--- src/rtl/if_fetch_unit_pkg.sv ---
// Shared types and constants for the instruction-fetch stage.
package if_fetch_unit_pkg;

    // Instruction presented to IF/ID when no valid instruction is available (bubble).
    localparam logic [31:0] ZEROWORD = 32'h0000_0000;
    // Sequential fetch increment (one 32-bit word).
    localparam logic [31:0] PC_STEP  = 32'd4;

    // Fetch FSM encodings.
    typedef enum logic {
        FETCH_S_REQ  = 1'b0,
        FETCH_S_WAIT = 1'b1
    } fetch_state_e;

    // One buffered fetch: the address it was fetched from and the returned word.
    typedef struct packed {
        logic [31:0] pc;
        logic [31:0] instr;
    } fetch_entry_t;

    // Clear the byte-offset bits so that every fetch address is word aligned.
    function automatic logic [31:0] word_align(input logic [31:0] addr);
        return {addr[31:2], 2'b00};
    endfunction

endpackage

--- src/rtl/fetch_fifo.sv ---
// Small FIFO of {pc,instr} pairs between instruction memory and IF/ID.
// Flush beats push; a push into a full FIFO is accepted only alongside a pop.
module fetch_fifo
    import if_fetch_unit_pkg::*;
#(
    parameter int DEPTH = 2
) (
    input  logic                     clk,
    input  logic                     rst,
    input  logic                     push,
    input  logic                     pop,
    input  logic                     flush,
    input  fetch_entry_t             din,
    output fetch_entry_t             dout,
    output logic                     empty,
    output logic                     full,
    output logic [$clog2(DEPTH):0]   count
);

    localparam int AW = $clog2(DEPTH);

    fetch_entry_t   mem [DEPTH];
    logic [AW-1:0]  wr_ptr;
    logic [AW-1:0]  rd_ptr;
    logic           do_push;
    logic           do_pop;

    assign empty   = (count == '0);
    assign full    = (count == (AW+1)'(DEPTH));
    assign do_pop  = pop && !empty;
    // When full, the slot being written is the one being read out this cycle.
    assign do_push = push && (!full || do_pop);
    assign dout    = mem[rd_ptr];

    // Pointer and occupancy bookkeeping; flush empties the FIFO in one cycle.
    always_ff @(posedge clk or posedge rst) begin
        if (rst) begin
            wr_ptr <= '0;
            rd_ptr <= '0;
            count  <= '0;
        end else if (flush) begin
            wr_ptr <= '0;
            rd_ptr <= '0;
            count  <= '0;
        end else begin
            if (do_push) wr_ptr <= wr_ptr + AW'(1);
            if (do_pop)  rd_ptr <= rd_ptr + AW'(1);
            count <= count + (AW+1)'(do_push) - (AW+1)'(do_pop);
        end
    end

    // Storage array; contents are don't-care until covered by count.
    always_ff @(posedge clk) begin
        if (do_push) mem[wr_ptr] <= din;
    end

endmodule

--- src/rtl/if_fetch_unit.sv ---
// Instruction-fetch stage: owns the fetch PC, issues one word fetch at a time
// over req/gnt + rvalid, buffers returned words and presents the head to IF/ID.
module if_fetch_unit
    import if_fetch_unit_pkg::*;
#(
    parameter logic [31:0] RESET_PC = 32'h0000_0000,
    parameter int          DEPTH    = 2
) (
    input  logic        clk,
    input  logic        rst,
    input  logic        jump_flag,
    input  logic [31:0] jump_addr,
    input  logic        load_use_flag,
    output logic        imem_req,
    output logic [31:0] imem_addr,
    input  logic        imem_gnt,
    input  logic        imem_rvalid,
    input  logic [31:0] imem_rdata,
    output logic [31:0] pc_if_o,
    output logic [31:0] instr_if_o,
    output logic        instr_valid_o
);

    localparam int CW = $clog2(DEPTH) + 1;

    fetch_state_e   state;
    fetch_state_e   state_nxt;
    logic [31:0]    fetch_pc;
    logic [31:0]    fetch_addr_q;   // address of the fetch currently in flight
    logic           outstanding;
    logic           outstanding_nxt;
    logic           drop_cnt;       // responses still owed to a squashed stream

    logic           credit_ok;
    logic           fire_gnt;
    logic           fire_rsp;

    logic           fifo_push;
    logic           fifo_pop;
    logic           fifo_empty;
    logic           fifo_full;
    logic [CW-1:0]  fifo_count;
    fetch_entry_t   fifo_din;
    fetch_entry_t   fifo_dout;

    // A request is only raised when the returning word is guaranteed a slot.
    assign credit_ok = !fifo_full &&
                       ((32'(fifo_count) + 32'(outstanding)) < 32'(DEPTH));
    assign fire_gnt  = imem_req && imem_gnt;
    assign fire_rsp  = (state == FETCH_S_WAIT) && imem_rvalid;

    // Grant and response are mutually exclusive since they live in different states.
    assign outstanding_nxt = fire_gnt ? 1'b1 : (fire_rsp ? 1'b0 : outstanding);

    // FSM state register.
    always_ff @(posedge clk or posedge rst) begin
        if (rst) state <= FETCH_S_REQ;
        else     state <= state_nxt;
    end

    // FSM next state: request until granted, then wait for the data beat.
    always_comb begin
        state_nxt = state;
        case (state)
            FETCH_S_REQ:  if (fire_gnt)    state_nxt = FETCH_S_WAIT;
            FETCH_S_WAIT: if (imem_rvalid) state_nxt = FETCH_S_REQ;
            default:                       state_nxt = FETCH_S_REQ;
        endcase
    end

    // FSM outputs; the request is held low while reset is asserted.
    always_comb begin
        imem_req  = 1'b0;
        imem_addr = fetch_pc;
        if (state == FETCH_S_REQ && !rst) imem_req = credit_ok;
    end

    // Fetch PC, in-flight address and drop bookkeeping; a jump overrides the step.
    always_ff @(posedge clk or posedge rst) begin
        if (rst) begin
            fetch_pc     <= RESET_PC;
            fetch_addr_q <= RESET_PC;
            outstanding  <= 1'b0;
            drop_cnt     <= 1'b0;
        end else begin
            if (fire_gnt) fetch_addr_q <= fetch_pc;

            if (jump_flag)     fetch_pc <= word_align(jump_addr);
            else if (fire_gnt) fetch_pc <= fetch_pc + PC_STEP;

            outstanding <= outstanding_nxt;

            // Everything still in flight after this edge belongs to the old stream.
            if (jump_flag)                 drop_cnt <= outstanding_nxt;
            else if (fire_rsp && drop_cnt) drop_cnt <= 1'b0;
        end
    end

    // A response landing in a jump cycle is old-stream data and never buffered.
    assign fifo_push = fire_rsp && !drop_cnt && !jump_flag;
    assign fifo_pop  = instr_valid_o && !load_use_flag && !jump_flag;
    assign fifo_din  = '{pc: fetch_addr_q, instr: imem_rdata};

    fetch_fifo #(
        .DEPTH (DEPTH)
    ) u_fifo (
        .clk   (clk),
        .rst   (rst),
        .push  (fifo_push),
        .pop   (fifo_pop),
        .flush (jump_flag),
        .din   (fifo_din),
        .dout  (fifo_dout),
        .empty (fifo_empty),
        .full  (fifo_full),
        .count (fifo_count)
    );

    assign instr_valid_o = !fifo_empty;
    assign pc_if_o       = instr_valid_o ? fifo_dout.pc    : 32'h0;
    assign instr_if_o    = instr_valid_o ? fifo_dout.instr : ZEROWORD;

endmodule

--- config.mk ---
export PLATFORM = sky130hd
export DESIGN_NAME = if_fetch_unit
export DESIGN_NICKNAME = d
export VERILOG_FILES = /design/src/rtl/if_fetch_unit_pkg.sv /design/src/rtl/fetch_fifo.sv /design/src/rtl/if_fetch_unit.sv
export SDC_FILE = /design/constraint.sdc
export NUM_CORES = 1
export LEC_CHECK = 0
export CAP_MARGIN = 20
export CORE_MARGIN = 5
export CORE_UTILIZATION = 25
export DETAILED_ROUTE_END_ITERATION = 6
export GPL_TIMING_DRIVEN = 1
export PLACE_DENSITY = 0.44
export SYNTH_ARGS = -nofsm -noshare
export SYNTH_HDL_FRONTEND = slang
export SYNTH_HIERARCHICAL = 1
export SYNTH_SLANG_ARGS = --single-unit
--- constraint.sdc ---
create_clock -name clk -period 11.2 [get_ports clk]
set_clock_uncertainty 0.1 [all_clocks]
set_input_delay 1.12 -clock clk [delete_from_list [all_inputs] [get_ports clk]]
set_output_delay 1.12 -clock clk [all_outputs]
set_load 0.005 [all_outputs]
==> results.yml, run 1 <==
die:
  core_mm2: 0.0327
  placement_rows: 66
  die_w_um: 192
  initial_core_util_pct: 25.4
  die_h_um: 192
  io_pins: 168
  die_area_mm2: 0.0370
pwr:
  power_frac_comb_pct: 8.0
  p_seq_share_pct: 54.6
  power_leakage_nw: 3.81
  netSwitchingPower_mw: 0.376
  cellPowerDensity_mw_per_mm2: 145
  finalPower_mw: 1.60
  ir_worst_vdd_mv: 0.0984
  p_clk_share_pct: 37.4
  switching_share_pct: 23.5
  internal_power_mw: 1.23
synth:
  synth_top_family_by_area: "simple AND/OR/NAND/NOR gates"
  syn_area_mm2: 0.00832
  synth_compound_area_share_pct: 2.56
  ys_types: 41
  synth_enable_flop_cells: 128
  synth-xor-area-share_pct: 3.26
  ys_seq_area_share_pct: 66.4
  ys_warn_count: 6
  synth_flop_cell: "edfxtp_1"
  avgSynthCellArea_um2: 14.2
  yosys_register_bits: 195
  synthAdderAreaFrac_pct: 0.301
  ys_async_sr_fraction_pct: 34.4
  synth_simple_gate_area_share_pct: 12.7
  netlist_instances: 587
  synth_mux_area_share_pct: 12.5
sta:
  fmax_ghz: 0.231
  max_slew_margin_pct: 36.4
  hold_ws_ps: 372
  setup_viol: 0
  period_share_pct: 38.7
  final.setup.tns_ps: 0
  tightest_slew_ps: 954
  drv_slew: 0
  hold_viol_final: 0
  min_period_ps: 4330
  grt_setup_unrepaired: "false"
setup_path:
  worstPathRequired_ps: 9980
  crit_type: "input pin to primary output"
  endpoint_kind: "primary output"
  arrival_ps: 3110
  rr_worst_depth: 6
  critPathMaxFanout: 5
  cp-start-kind: "input pin"
drt:
  drtIter0Drc: 150
  vias: 5052
  routed_wl_mm: 20.5
  ant_nets: 0
  wl_per_cell_um: 17.0
  dr.pass1.iters: 4
  drc: 0
  viasPerCell: 4.19
run_status:
  status: "complete, no violations"
cells_and_area:
  diodes: 0
  nFillCells: 3238
  area_growth_pct: 32.6
  drive_above_1_share_pct: 12.9
  finalNetCount: 824
global_routing:
  grt_max_degree: 70
  grt_pass1_vias: 5396
  grt_pass1_wl_mm: 31.9
  track_usage_pct: 11.3
  overflow: 0
  antenna_found_initial: 0
min_path:
  hold_depth: 0
  hp-class: "flip-flop to flip-flop"
clock_tree:
  clkTransAtPathRegs_ps: 70
  root_buffer: "clkbuf_16"
  cts.sinks: 195
  cts_tree: "yes"
  cts_repair_resize_count: 0
  clock_path_buffers: 2
  ctsHoldBuffers: 0
  numCtsBuffers: 17
  htree_num_levels: 4
  cts_setup_buffers: 0
  worstSkewPairLatency_ps: 440
placed_design:
  dp_hpwl_mm: 13.8
  gp_congestion: 0.744
  port_buffers: 163
run:
  cap_violations: 0
## cell families (layout without fill, tap and decap cells)
| family | after synthesis | count (layout) |
|---|---|---|
| buffers and inverters | 40 | 213 |
| multiplexers | 92 | 92 |
| AO/OA/AOI/OAI | 40 | 40 |
| XOR/XNOR | 31 | 31 |
| flip-flops | 195 | 195 |
| adder cells (fa/ha/maj) | 2 | 2 |
| other | 1 | 6 |
| AND/OR/NAND/NOR | 186 | 186 |
## metal layers
| metal | track usage [%] | share of wire (%) | vias to the layer above |
|---|---|---|---|
| met1 | 15.3 | 48 | 2490 |
| met5 | 0 | 0 | - |
| met3 | 2.88 | 4.9 | 15 |
| li1 | - | - | 2418 |
| met2 | 17.9 | 46 | 129 |
| met4 | 3.18 | 1.1 | 0 |
## stage by stage
stage	cells	utilization [%]	cell area, µm²	setup slack (ps)
floorplan	592	-	8340	5810
global route	1207	33.7	11000	6700
global placement	1175	31.9	10400	6850
finish	1207	33.7	11000	6870
CTS	1207	33.7	11000	6850
detailed placement	1175	31.9	10400	6850
## area by class of cell
cell class,count,area [µm²],share of cell area (%)
Multi-Input combinational cell,357,2650,24.0
Tap cell,442,553,5.01
Inverter,11,41.3,0.374
Clock buffer,20,479,4.35
Clock inverter,12,104,0.942
Timing Repair Buffer,170,1680,15.2
Sequential cell,195,5520,50.1
## placed cells by master (no fill, tap or decap), types with 2 or more instances in the layout
cell type / instances
nand3_1: 8
and2_1: 2
mux2_1: 51
conb_1: 6
nor4_2: 2
nand4_1: 7
clkdlybuf4s50_1: 162
or4_4: 2
clkbuf_16: 19
clkinv_4: 3
nor3_1: 7
buf_4: 7
xnor2_1: 26
nor2_1: 12
mux2_2: 39
inv_6: 7
nand2_1: 53
and3_1: 2
and4_1: 4
o21ai_1: 10
nor2b_1: 66
edfxtp_1: 128
xor2_1: 5
nor4_1: 4
nor2_4: 3
nor3_2: 5
ha_1: 2
inv_1: 10
dfrtp_1: 66
o21ai_0: 27
nand2b_1: 2
## cells in the mapped netlist (all sizes together) (2+ instances only)
| cell | instances | share of area [%] |
|---|---|---|
| xnor2 | 26 | 2.7 |
| nor2b | 66 | 5.0 |
| ha | 2 | 0.30 |
| nand4 | 7 | 0.53 |
| nand3 | 8 | 0.48 |
| mux2 | 91 | 12 |
| and4 | 4 | 0.42 |
| xor2 | 5 | 0.53 |
| inv | 11 | 0.50 |
| buf | 11 | 0.95 |
| dfrtp | 67 | 20 |
| and3 | 2 | 0.15 |
| clkbuf | 18 | 0.81 |
| nand2 | 53 | 2.4 |
| nor4b | 2 | 0.29 |
| nand2b | 2 | 0.15 |
| nor2 | 15 | 0.68 |
| edfxtp | 128 | 46 |
| nor3 | 13 | 1.2 |
| or4 | 2 | 0.27 |
| nor4 | 6 | 0.60 |
| o21ai | 38 | 2.3 |
| and2 | 3 | 0.24 |
## worst paths after layout
kind	from	slack (ps)	end
worst min register to register	fetch_addr_q[25]	370	u_fifo/mem[0][57]
max in group asynchronous	rst	9040	fetch_addr_q[7]
min in group asynchronous	rst	880	u_fifo/count[0]
worst max register to register	u_fifo/count[1]	7940	u_fifo/mem[1][1]
worst min-delay path	fetch_addr_q[25]	370	u_fifo/mem[0][57]
worst max-delay path	rst	6870	imem_req
## critical path, cell delays in order
cell and delay, ps:
clkdlybuf4s50_1 480, nor4_1 640, nand2_1 250, inv_1 100, clkdlybuf4s50_1 510
## state kept, by name (all words and copies together), names as in the netlist
name,cells
u_fifo/wr_ptr,1
u_fifo/rd_ptr,1
state,1
u_fifo/count,2
imem_addr,30
fetch_addr_q,30
drop_cnt,1
outstanding,1
u_fifo/mem,128
## power by group through the flow
stage	sequential, mW	combinational (mW)	clock (mW)
floorplan	0.873	0.0654	0
global placement	0.888	0.128	0
detailed placement	0.893	0.130	0
CTS	0.877	0.131	0.626
global route	0.884	0.142	0.653
finish	0.876	0.128	0.599
Note: power is estimated with default switching activity, not from simulation.
==> run 2: changes to the inputs <==
==> constraint.sdc (replaced) <==
create_clock -name clk -period 4.25 [get_ports clk]
set_clock_uncertainty 0.1 [all_clocks]
set_input_delay 0.425 -clock clk [delete_from_list [all_inputs] [get_ports clk]]
set_output_delay 0.425 -clock clk [all_outputs]
set_load 0.005 [all_outputs]
==> run 2 against run 1 <==
Largest power group unchanged. Sequential share of layout area is 0.41 points lower. Power grew to 2.7 times the previous value. Routed wire length shrank 1.7%. Setup slack got worse by 5800 ps. Critical path type is now flip-flop to primary output. Register-to-register slack got worse by 6500 ps. Via count fell by 0.75%. Critical endpoint is now instr_if_o[17]. Sequential power grew to 2.6 times the previous value. Final area up 0.83%.
==> results.yml, run 2 (synthesized netlist as in run 1, its figures left out) <==
cells_and_area:
  top_register: "u_fifo/mem"
  area_growth_pct: 33.7
  diodes: 0
  final_cell_mix: "clkdlybuf4s50_1 (162), edfxtp_1 (128), nor2b_1 (66), dfrtp_1 (66), nand2_1 (53)"
  stdcell_count: 1209
  drive_above_1_share_pct: 13.2
  fin_util_pct: 34.0
  largest_reg_flops: 128
  postLayoutCellArea_mm2: 0.0111
  finalNetCount: 826
  final_common_cell: "clkdlybuf4s50_1"
clock_tree:
  clkTransAtPathRegs_ps: 70
  worstSkewPairLatency_ps: 430
  cts_setup_buffers: 0
  clock_path_buffers: 2
  htree_num_levels: 4
  numCtsBuffers: 17
  ctsHoldBuffers: 0
  cts_tree: "yes"
  root_buffer: "clkbuf_16"
  cts_repair_resize_count: 0
  cts.sinks: 195
sta:
  final.setup.tns_ps: 0
  setup_viol: 0
  finalWorstSetupSlack_ps: 1060
  period_share_pct: 75.1
  max_slew_margin_pct: 54.0
  hold_ws_ps: 212
  min_period_ps: 3190
  grt_setup_unrepaired: "false"
  drv_slew: 0
  tightest_slew_ps: 684
  hold_viol_final: 0
  fmax_ghz: 0.313
pwr:
  power_leakage_nw: 3.85
  ir_worst_vdd_mv: 0.253
  p_seq_share_pct: 53.1
  switching_share_pct: 23.2
  netSwitchingPower_mw: 1.01
  cellPowerDensity_mw_per_mm2: 391
  power_frac_comb_pct: 7.8
  finalPower_mw: 4.35
  internal_power_mw: 3.34
  p_clk_share_pct: 39.1
drt:
  vias: 5014
  drtIter0Drc: 192
  wl_per_cell_um: 16.7
  routed_wl_mm: 20.2
  dr.pass1.iters: 6
  drc: 0
  ant_nets: 0
  viasPerCell: 4.15
placed_design:
  numPlacedInstances: 1176
  port_buffers: 163
  gp_congestion: 0.746
  dp_hpwl_mm: 14.1
  place_worst_setup_slack_ps: 1130
  postPlaceCellArea_mm2: 0.0105
die:
  die_w_um: 192
  io_pins: 168
  core_mm2: 0.0327
  initial_core_util_pct: 25.4
  placement_rows: 66
  die_area_mm2: 0.0370
  die_h_um: 192
setup_path:
  r2r-end: "imem_addr[27]"
  worstPathRequired_ps: 3720
  crit_type: "flip-flop to primary output"
  endpoint_kind: "primary output"
  timing.rr.start: "u_fifo/count[0]"
  critPathMaxFanout: 25
  arrival_ps: 2670
  cp-start-kind: "flip-flop"
  rr_worst_depth: 7
  worst-r2r-setup-slack_ps: 1450
min_path:
  whs_endpoint: "imem_addr[2]"
  min_from: "jump_flag"
  hold_depth: 2
  hp-class: "input pin to flip-flop"
global_routing:
  overflow: 0
  grt_max_degree: 65
  grt_pass1_wl_mm: 31.0
  antenna_found_initial: 0
  grt_pass1_vias: 5310
  track_usage_pct: 10.9
run:
  cap_violations: 0
run_status:
  status: "complete, no violations"
## run 2: layout make-up
cell class,count,area [µm²]
clock buffer,17,425
inverter,11,41.3
clock inverter,15,196
multi-input combinational,357,2650
sequential,195,5520
timing repair buffer,172,1730
fill,3253,21600
tap,442,553
## run 2: worst max-delay path by stage
| stage | from | end | slack (ps) | depth (start not counted) |
|---|---|---|---|---|
| after floorplan | jump_flag | u_fifo/mem[0][0] | -450 | 5 |
| after global placement | rst | imem_addr[27] | 1170 | 6 |
| after detailed placement | rst | imem_addr[27] | 1130 | 6 |
| after CTS | u_fifo/rd_ptr | instr_if_o[17] | 970 | 4 |
| after global routing | u_fifo/count[0] | imem_req | 830 | 6 |
| final | u_fifo/rd_ptr | instr_if_o[17] | 1060 | 4 |
## run 2: worst max-delay path, cell delays in order, from the launching register on
cell and delay (ps):
dfrtp_2 760, buf_4 460, mux2_1 360, nor2b_1 130, clkdlybuf4s50_1 500
## run 2: power groups by stage
stage | registers (mW) | clock network (mW) | logic, mW
5_1_grt | 2.33 | 1.82 | 0.380
6_report | 2.31 | 1.70 | 0.340
3_5_place_dp | 2.35 | 0 | 0.344
4_1_cts | 2.31 | 1.75 | 0.347
3_3_place_gp | 2.34 | 0 | 0.336
2_1_floorplan | 2.30 | 0 | 0.172
## run 2: per-layer routing
metal | global-route usage [%] | vias up | share of wire, %
li1 | - | 2413 | -
met1 | 15.1 | 2463 | 49
met2 | 17.0 | 123 | 45
met3 | 2.51 | 15 | 5.1
met4 | 3.68 | 0 | 1.4
met5 | 0 | - | 0
==> run 3: changes to the inputs <==
==> constraint.sdc (replaced) <==
create_clock -name clk -period 3 [get_ports clk]
set_clock_uncertainty 0.1 [all_clocks]
set_input_delay 0.3 -clock clk [delete_from_list [all_inputs] [get_ports clk]]
set_output_delay 0.3 -clock clk [all_outputs]
set_load 0.005 [all_outputs]
==> run 3 against run 2 <==
Register-to-register slack got worse by 1200 ps. Largest power group unchanged. Critical path type is now flip-flop to flip-flop. Sequential share of layout area about the same. Global-route usage increased by 0.48 points. Sequential power increased by 41%. Power increased by 37%.
==> results.yml, run 3 (synthesized netlist as in run 1, its figures left out) <==
cells_and_area:
  final_common_cell: "clkdlybuf4s50_1"
  final_cell_mix: "clkdlybuf4s50_1 (162), edfxtp_1 (128), nor2b_1 (66), dfrtp_1 (65), nand2_1 (53)"
  postLayoutCellArea_mm2: 0.0111
  largest_reg_flops: 128
  diodes: 0
  top_register: "u_fifo/mem"
  drive_above_1_share_pct: 13.8
  area_growth_pct: 33.8
  finalNetCount: 835
run:
  cap_violations: 0
min_path:
  min_from: "jump_flag"
  hold_depth: 2
  whs_endpoint: "imem_addr[2]"
  hp-class: "input pin to flip-flop"
pwr:
  power_frac_comb_pct: 8.3
  switching_share_pct: 22.3
  netSwitchingPower_mw: 1.32
  ir_worst_vdd_mv: 0.396
  p_clk_share_pct: 36.8
  p_seq_share_pct: 54.9
  power_leakage_nw: 3.85
  finalPower_mw: 5.94
  cellPowerDensity_mw_per_mm2: 534
  internal_power_mw: 4.62
clock_tree:
  ctsHoldBuffers: 0
  clock_path_buffers: 2
  htree_num_levels: 4
  root_buffer: "clkbuf_16"
  cts.sinks: 195
  worstSkewPairLatency_ps: 420
  numCtsBuffers: 17
  clkTransAtPathRegs_ps: 70
  cts_tree: "yes"
die:
  die_h_um: 192
  core_mm2: 0.0327
  io_pins: 168
  placement_rows: 66
  initial_core_util_pct: 25.4
  die_w_um: 192
  die_area_mm2: 0.0370
setup_path:
  cp.depth: 5
  worstPathRequired_ps: 2970
  r2r-end: "u_fifo/mem[1][11]"
  worst-r2r-setup-slack_ps: 210
  cp-start-kind: "flip-flop"
  crit_family: "simple AND/OR/NAND/NOR gates"
  timing.rr.start: "u_fifo/count[1]"
  crit_type: "flip-flop to flip-flop"
  path_buf_inv: 1
  rr_worst_depth: 5
  critPathMaxFanout: 64
  endpoint_kind: "flip-flop"
  arrival_ps: 2760
  critical_path.slowest_cell: "dfrtp_1"
  crit_path_cell_trace: "nor2_2, nor3_1, o21ai_2, nor2_4, buf_12"
  crit_path_max_incr_delay_ps: 660
global_routing:
  grt_pass1_wl_mm: 31.9
  grt_max_degree: 65
  overflow: 0
  grt_pass1_vias: 5324
  track_usage_pct: 11.4
  antenna_found_initial: 0
sta:
  hold_viol_final: 0
  tightest_slew_ps: 655
  max_slew_margin_pct: 56.0
  setup_viol: 0
  drv_slew: 0
  min_period_ps: 2790
  grt_setup_unrepaired: "false"
  fmax_ghz: 0.358
  period_share_pct: 93.1
placed_design:
  postPlaceCellArea_mm2: 0.0106
  gp_congestion: 0.745
  port_buffers: 163
  dp_hpwl_mm: 14.0
drt:
  routed_wl_mm: 20.8
  viasPerCell: 4.09
  ant_nets: 0
  wl_per_cell_um: 17.1
  vias: 4982
  drc: 0
  dr.pass1.iters: 4
  drtIter0Drc: 183
run_status:
  status: "complete, no violations"
-- run 3: layout make-up --
type	instances	area [µm²]
fill	3225	21600
sequential	195	5520
multi-input combinational	358	2660
timing repair buffer	180	1790
tap	442	553
clock buffer	26	524
clock inverter	6	41.3
inverter	11	41.3
-- run 3: how the worst max path moves through the flow --
stage                    startpoint           endpoint  slack, ps
floorplan           u_fifo/count[1]   u_fifo/mem[0][0]       -560
global placement                rst      imem_addr[19]        230
detailed placement              rst      imem_addr[17]        230
CTS                 u_fifo/count[0]        pc_if_o[17]        130
global route        u_fifo/count[1]  u_fifo/mem[1][14]         40
finish              u_fifo/count[1]  u_fifo/mem[1][11]        210
-- run 3: what timing repair did --
| item | in CTS | in global routing |
|---|---|---|
| endpoints found under the setup margin | 11 | 1 |
| gates resized for setup | 0 | 1 |
| setup buffers | 0 | 0 |
| hold endpoints to repair | 0 | 0 |
| cloned | 1 | 0 |
| pin swaps | 1 | 0 |
-- run 3: per-stage QoR --
step | util [%] | setup TNS, ps | setup WS, ps | hold slack [ps] | cells
after floorplan | - | -72180 | -564 | -33.9 | 592
after global routing | 34.0 | 0 | 42.4 | 92.0 | 1218
after global placement | 32.3 | 0 | 229 | 352 | 1185
after CTS | 34.0 | 0 | 128 | 71.3 | 1218
final | 34.0 | 0 | 206 | 91.2 | 1218
after detailed placement | 32.3 | 0 | 234 | 358 | 1185
-- run 3: per-layer routing --
layer	up-vias	wire, µm	GRT usage (%)
li1	2425	-	-
met1	2428	9970	15.5
met2	115	9650	18.5
met3	14	921	2.50
met4	0	247	3.15
met5	-	0	0
-- run 3: power groups by stage --
stage / Clock [mW] / Combinational [mW] / Sequential [mW]
after global routing: 2.39 / 0.548 / 3.29
after floorplan: 0 / 0.244 / 3.26
after detailed placement: 0 / 0.500 / 3.32
final: 2.19 / 0.493 / 3.26
after CTS: 2.27 / 0.505 / 3.27
after global placement: 0 / 0.492 / 3.31
